===== config.mk =====
export PLATFORM = sky130hd
export DESIGN_NAME = ps2_host_tx
export DESIGN_NICKNAME = d
export VERILOG_FILES = /design/src/rtl/ps2_host_tx.sv
export SDC_FILE = /design/constraint.sdc
export NUM_CORES = 1
export LEC_CHECK = 0
export ABC_AREA = 1
export ABC_CLOCK_PERIOD_IN_PS = 4059
export CAP_MARGIN = 15
export CORE_MARGIN = 1
export CORE_UTILIZATION = 65
export CTS_CLUSTER_DIAMETER = 150
export DETAILED_ROUTE_END_ITERATION = 7
export GPL_TIMING_DRIVEN = 0
export PLACE_DENSITY_LB_ADDON = 0.3
export SETUP_SLACK_MARGIN = 0.02
export SKIP_CTS_REPAIR_TIMING = 1
export SLEW_MARGIN = 40
export SYNTH_ARGS = -nofsm -noshare
export SYNTH_HDL_FRONTEND = slang
export SYNTH_SLANG_ARGS = --single-unit

===== constraint.sdc =====
create_clock -name i_clk -period 4.06 [get_ports i_clk]
set_input_delay 1.218 -clock i_clk [delete_from_list [all_inputs] [get_ports i_clk]]
set_output_delay 1.218 -clock i_clk [all_outputs]
set_load 0.005 [all_outputs]

===== src/rtl/ps2_host_tx.sv =====
// Purpose : host-to-device PS/2 command transmitter (inhibit, request-to-send, 11-bit frame, ack check).
// Latency : accept -> PS2C pulled low next cycle; raw PS2C fall -> PS2D enable update in 9 cycles.
// Backpr. : o_Ready only in IDLE; i_Valid while busy is dropped (no queueing), i_Data sampled at accept.
//
// Ports:
//   i_clk, i_rst_n      clock, async active-low reset
//   i_PS2C, i_PS2D      raw pad levels (filtered internally)
//   i_Valid, i_Data     command byte request, accepted on i_Valid && o_Ready
//   o_Ready             high in IDLE
//   o_PS2C_oe/o_PS2D_oe open-drain low-enables (1 = pull pad low)
//   o_Done, o_Err       one-cycle completion pulse; o_Err = no ack or timeout
module ps2_host_tx #(
  parameter int INHIBIT_CYCLES = 5000,
  parameter int START_CYCLES   = 16,
  parameter int TIMEOUT_CYCLES = 750000
) (
  input  logic       i_clk,
  input  logic       i_rst_n,
  input  logic       i_PS2C,
  input  logic       i_PS2D,
  input  logic       i_Valid,
  input  logic [7:0] i_Data,
  output logic       o_Ready,
  output logic       o_PS2C_oe,
  output logic       o_PS2D_oe,
  output logic       o_Done,
  output logic       o_Err
);

  localparam int PH_MAX = (INHIBIT_CYCLES > START_CYCLES) ? INHIBIT_CYCLES : START_CYCLES;
  localparam int PH_W   = $clog2(PH_MAX + 1);
  localparam int TO_W   = $clog2(TIMEOUT_CYCLES + 1);
  localparam logic [PH_W-1:0] INH_LAST = PH_W'(INHIBIT_CYCLES - 1);
  localparam logic [PH_W-1:0] ST_LAST  = PH_W'(START_CYCLES - 1);
  localparam logic [TO_W-1:0] TO_LAST  = TO_W'(TIMEOUT_CYCLES - 1);

  typedef enum logic [2:0] {
    S_IDLE, S_INHIBIT, S_START, S_SHIFT, S_WAIT_IDLE, S_ABORT, S_DONE
  } state_t;

  state_t state, state_nxt;

  // Line filters: level changes only after 8 identical samples.
  logic [7:0] c_hist, d_hist, c_hist_nxt, d_hist_nxt;
  logic       c_filt, d_filt, c_filt_d1;
  logic       c_fall;

  assign c_hist_nxt = {c_hist[6:0], i_PS2C};
  assign d_hist_nxt = {d_hist[6:0], i_PS2D};
  assign c_fall     = c_filt_d1 & ~c_filt;

  always_ff @(posedge i_clk or negedge i_rst_n) begin
    if (!i_rst_n) begin
      c_hist    <= 8'hFF;
      d_hist    <= 8'hFF;
      c_filt    <= 1'b1;
      d_filt    <= 1'b1;
      c_filt_d1 <= 1'b1;
    end else begin
      c_hist    <= c_hist_nxt;
      d_hist    <= d_hist_nxt;
      c_filt_d1 <= c_filt;
      // Decide on the incoming history so the level moves on the 8th sample edge.
      if (&c_hist_nxt)       c_filt <= 1'b1;
      else if (~|c_hist_nxt) c_filt <= 1'b0;
      if (&d_hist_nxt)       d_filt <= 1'b1;
      else if (~|d_hist_nxt) d_filt <= 1'b0;
    end
  end

  logic [PH_W-1:0] phase_cnt;
  logic [TO_W-1:0] tmo_cnt;
  logic [3:0]      bit_cnt;
  logic [7:0]      shreg;
  logic            par_q;
  logic            d_oe_q;
  logic            err_q;

  logic edge11, timeout;
  assign edge11  = (state == S_SHIFT) && c_fall && (bit_cnt == 4'd10);
  assign timeout = (state == S_SHIFT) && (tmo_cnt == TO_LAST);

  // State register
  always_ff @(posedge i_clk or negedge i_rst_n) begin
    if (!i_rst_n) state <= S_IDLE;
    else          state <= state_nxt;
  end

  // Next-state logic; the 11th clock edge wins over a coincident timeout.
  always_comb begin
    state_nxt = state;
    case (state)
      S_IDLE:      if (i_Valid)                 state_nxt = S_INHIBIT;
      S_INHIBIT:   if (phase_cnt == INH_LAST)   state_nxt = S_START;
      S_START:     if (phase_cnt == ST_LAST)    state_nxt = S_SHIFT;
      S_SHIFT:     if (edge11)                  state_nxt = S_WAIT_IDLE;
                   else if (timeout)            state_nxt = S_ABORT;
      S_WAIT_IDLE: if (c_filt && d_filt)        state_nxt = S_DONE;
      S_ABORT:                                  state_nxt = S_DONE;
      S_DONE:                                   state_nxt = S_IDLE;
      default:                                  state_nxt = S_IDLE;
    endcase
  end

  // Outputs
  always_comb begin
    o_Ready   = (state == S_IDLE);
    o_PS2C_oe = (state == S_INHIBIT) || (state == S_START);
    o_PS2D_oe = (state == S_START) || ((state == S_SHIFT) && d_oe_q);
    o_Done    = (state == S_DONE);
    o_Err     = (state == S_DONE) && err_q;
  end

  // Datapath: phase timing, frame shifter, timeout, ack capture.
  always_ff @(posedge i_clk or negedge i_rst_n) begin
    if (!i_rst_n) begin
      phase_cnt <= '0;
      tmo_cnt   <= '0;
      bit_cnt   <= '0;
      shreg     <= '0;
      par_q     <= 1'b0;
      d_oe_q    <= 1'b0;
      err_q     <= 1'b0;
    end else begin
      case (state)
        S_IDLE: begin
          if (i_Valid) begin
            shreg     <= i_Data;
            par_q     <= ~^i_Data;
            phase_cnt <= '0;
            d_oe_q    <= 1'b1;  // start bit stays on PS2D until the first device clock
            err_q     <= 1'b0;
          end
        end
        S_INHIBIT: begin
          phase_cnt <= (phase_cnt == INH_LAST) ? '0 : phase_cnt + 1'b1;
        end
        S_START: begin
          phase_cnt <= phase_cnt + 1'b1;
          bit_cnt   <= '0;
          tmo_cnt   <= '0;
        end
        S_SHIFT: begin
          tmo_cnt <= tmo_cnt + 1'b1;
          if (c_fall) begin
            bit_cnt <= bit_cnt + 1'b1;
            if (bit_cnt < 4'd8) begin
              d_oe_q <= ~shreg[0];
              shreg  <= {1'b0, shreg[7:1]};
            end else if (bit_cnt == 4'd8) begin
              d_oe_q <= ~par_q;
            end else begin
              d_oe_q <= 1'b0;   // stop bit, then release for the ack
            end
          end
          if (edge11)       err_q <= d_filt;  // device pulls PS2D low to ack
          else if (timeout) err_q <= 1'b1;
        end
        default: ;
      endcase
    end
  end

endmodule

==> metrics.md <==
| Metric | Value |
|---|---|
| P&R area growth vs syn | `12.80%` |
| Drc violations | `0` |
| Vias in the first global route | `3195` |
| Clock network fraction of total power | `23.6%` |
| Vias | `3239` |
| Post-synth top area share | `34.17%` |
| Worst Setup Slack, final | `586.4 ps` |
| Post-detail-place hpwl | `5675 um` |
| Ranking of synthesized cells by area | `dfrtp_1 34%, dfstp_2 12%, nand2_1 10%, inv_1 6.7%, nand3_1 5.9%` |
| # rows | `27` |
| Relative slew margins | `68.19%` |
| Post-synth top flop | `dfrtp_1` |
| Fmax | `0.2879 GHz` |
| Warnings, synthesis | `0` |
| Synth Area in XOR/XNOR | `3.518%` |
| Largest stage delay on the critical path | `530 ps` |
| Post-Syn Instances | `465` |
| First-pass GRT wire length | `13730 um` |
| Clock Sinks | `68` |
| Seq. cell area | `1723 um2` |
| Final Setup Violations | `0` |
| Final Skew | `7.940 ps` |
| Final critical-path share of the clock period | `85.56%` |
| Initial Util | `67.83%` |
| MaxCap Viol Count | `0` |
| CP arrival | `2260 ps` |
| Cell Area, Synth | `3735 um2` |
| Leakage | `1.959 nW` |
| Syn nets | `483` |
| Number of I/O pins | `18` |
| Final #Nets | `512` |
| Largest family of logic cells by synthesized area | `simple AND/OR/NAND/NOR gates` |
| DR iter-0 viols | `277` |
| Pin count of the biggest net entering global routing | `38` |
| Antenna violations before repair | `0` |
| Post-Synth Simple-Gate Area | `29.15%` |
| Adder-Cell Fraction of Synth Area | `1.675%` |
| Worst setup SP type | `register` |
| Register area share after synthesis | `46.13%` |
| Routed vias/inst | `5.673` |
| Syn_area_per_cell | `8.032 um2` |
| Worst reg2reg path depth | `8` |
| Number of flops mapped to enable cells by yosys | `0` |
| Cell depth of the worst hold path | `0` |
| Root buf cell | `clkbuf_8` |
| Die Height | `77.80 um` |
| PwrDens | `550.0 nW/um2` |
| Status | `finished clean` |
| Internal Power | `1.391 mW` |
| Complex-gate fraction of the synthesized area | `10.08%` |
| Switching Share | `39.98%` |
| Total track usage | `29.29%` |
| CTS tree | `built` |
| Async SR Flop Fraction | `100.0%` |
| Worst Tran Pin Value | `477.2 ps` |
| Crit path capture type | `output pin` |
| Yosys cell types | `38` |
| Gpl congestion | `0.8659` |
| Core area | `5507 um2` |
| Finished Cell Area | `4213 um2` |
| Crit-path leading delay family | `buffers and inverters` |
| Crit path cell chain | `nor3_4 > inv_1 > clkbuf_1 > o21ai_0 > clkdlybuf4s50_1` |
| Max clock buf depth | `2` |
| DRT Pass-1 Iters | `6` |
| N_diodes | `0` |
| Tmin final | `3474 ps` |
| Pre-CTS setup slack | `905.4 ps` |
| Worst path required time | `2840 ps` |
| Combinational share of power | `35.4%` |
| Proportion of layout cells with a drive suffix above 1 | `12.22%` |
| Worst Path Buf+Inv | `3` |
| Drt wl/cell | `13.74 um` |
| Clock Pin Slew Worst Setup and Hold Paths | `80 ps` |
| Routed WL | `7843 um` |
| Switch Pwr | `0.9264 mW` |
| Num CTS Buffers | `9` |
| Die area | `6053 um2` |
| Max H-tree Level | `3` |
| Post-place instance area | `4013 um2` |
| Crit-path slowest cell | `clkdlybuf4s50_1` |
| Levels on crit path | `5` |
| Die X-Extent | `77.80 um` |
| Worst hold path class | `reg2reg` |
| Fillers | `395` |
| Max FO, Critical Path | `10` |
| Final ANT Viol Nets | `0` |
| Crit Path Class | `reg2out` |
| Post-synthesis mux area share | `0.5360%` |
| RSZ-0062 raised after global routing | `false` |
| Clk Latency, worst-skew pair | `340 ps` |
| Slew Limit Fails | `0` |
| Area occupied by multi-input gates | `1679 um2` |
| Final Hold Viols | `0` |
| Worst VDD drop | `374.0 uV` |
| Synth Register Bits | `68` |
| Sequential share of power | `41.0%` |
| Overflow after GRT | `0` |
| Area leader, netlist | `dfrtp_1` |
| Port Buf Inserts | `17` |
-- cell usage after synthesis, types with 3 or more instances --
library cell  count
nand2_1         104
inv_1            67
dfrtp_1          51
nor2_1           47
nand3_1          44
o21ai_0          29
dfstp_2          17
nand4_1          17
o211ai_1         10
xnor2_1           8
xor2_1            7
a21oi_1           6
o21ai_1           6
ha_1              5
buf_6             4
o22ai_1           4
clkbuf_1          3
inv_2             3
nand3_2           3
nor2_2            3
nor2_4            3
o31ai_1           3
-- power groups by stage --
stage | Combinational [mW] | Sequential (mW) | Clock [mW]
finish | 0.821 | 0.950 | 0.546
global route | 0.916 | 0.970 | 0.588
CTS | 0.819 | 0.948 | 0.558
detailed placement | 0.815 | 0.956 | 0
global placement | 0.774 | 0.953 | 0
floorplan | 0.592 | 0.928 | 0
-- cell type report --
class	instances	area share, %
Buffer	8	1.515
Clock buffer	10	3.534
Clock inverter	6	1.218
Inverter	71	6.386
Multi-Input combinational cell	318	39.86
Sequential cell	68	40.90
Tap cell	72	2.138
Timing Repair Buffer	18	4.455
-- layout by cell type, fill, tap and decap left out, types with 2 or more instances in the layout --
| master | n |
|---|---|
| nand2_1 | 104 |
| inv_1 | 67 |
| dfrtp_1 | 51 |
| nor2_1 | 47 |
| nand3_1 | 44 |
| o21ai_0 | 29 |
| nand4_1 | 17 |
| dfstp_2 | 17 |
| clkdlybuf4s50_1 | 16 |
| o211ai_1 | 10 |
| clkbuf_8 | 9 |
| xnor2_1 | 8 |
| xor2_1 | 7 |
| a21oi_1 | 6 |
| o21ai_1 | 6 |
| ha_1 | 5 |
| buf_6 | 4 |
| o22ai_1 | 4 |
| inv_2 | 3 |
| clkbuf_1 | 3 |
| nor2_2 | 3 |
| nand3_2 | 3 |
| nor2_4 | 3 |
| o31ai_1 | 3 |
| inv_6 | 3 |
| nor3_4 | 2 |
| nor3_1 | 2 |
| nand2_2 | 2 |
| buf_4 | 2 |
| nor4_1 | 2 |
| mux2i_1 | 2 |
| clkinv_4 | 2 |
-- per-layer routing --
layer  wire (um)  GRT usage (%)  vias up
li1            -              -     1574
met1        3453          35.84     1545
met2        3831          49.12      103
met3         413          7.059       17
met4         145          13.02        0
met5           0              0        -
-- flip-flops by register name, indices dropped and copies added (netlist names) --
signal / flops
tmo_cnt: 20
shreg: 8
par_q: 1
phase_cnt: 13
d_hist: 7
c_filt_d1: 1
d_filt: 1
d_oe_q: 1
state: 3
bit_cnt: 4
c_filt: 1
err_q: 1
c_hist: 7
-- through the flow --
step	utilization (%)	power (mW)	TNS (ps)	instances	hold WS, ps
after floorplan	-	1.520	0	465	360.5
after CTS	76.51	2.325	0	571	376.7
after global routing	76.51	2.474	0	571	381.8
after detailed placement	72.87	1.771	0	555	364.9
after global placement	72.55	1.726	-21320	554	362.2
final	76.51	2.317	0	571	375.7
-- path summary, 6_finish.rpt --
path	from	endpoint	slack, ps
setup / recovery	state[2]$_DFFE_PN0P_	o_PS2D_oe	590
hold / removal	c_hist[0]$_DFF_PN1_	c_hist[1]$_DFF_PN1_	380
setup reg to reg	tmo_cnt[0]$_DFFE_PN0P_	tmo_cnt[16]$_DFFE_PN0P_	2350
hold reg to reg	c_hist[0]$_DFF_PN1_	c_hist[1]$_DFF_PN1_	380
max in group asynchronous	i_rst_n	d_hist[6]$_DFF_PN1_	2670
min in group asynchronous	i_rst_n	tmo_cnt[4]$_DFFE_PN0P_	800
-- worst reg2reg max path, stage by stage (launching register included) --
cell and delay, ps:
dfrtp_1 400, ha_1 260, nand2_1 70, inv_1 120
nand3_1 170, nor2_1 260, nand3_1 150, nor2_1 130
a21oi_1 50
-- cell families (layout without fill, tap and decap cells) --
kind of cell | Yosys count | after routing
adders and majority gates | 5 | 5
DFF | 68 | 68
muxes | 2 | 2
xor gates and xnor gates | 15 | 15
and+or+nand+nor | 233 | 233
buffers and inverters | 79 | 113
AOI/OAI and AO/OA | 63 | 63
(Power assumes the default switching activity.)
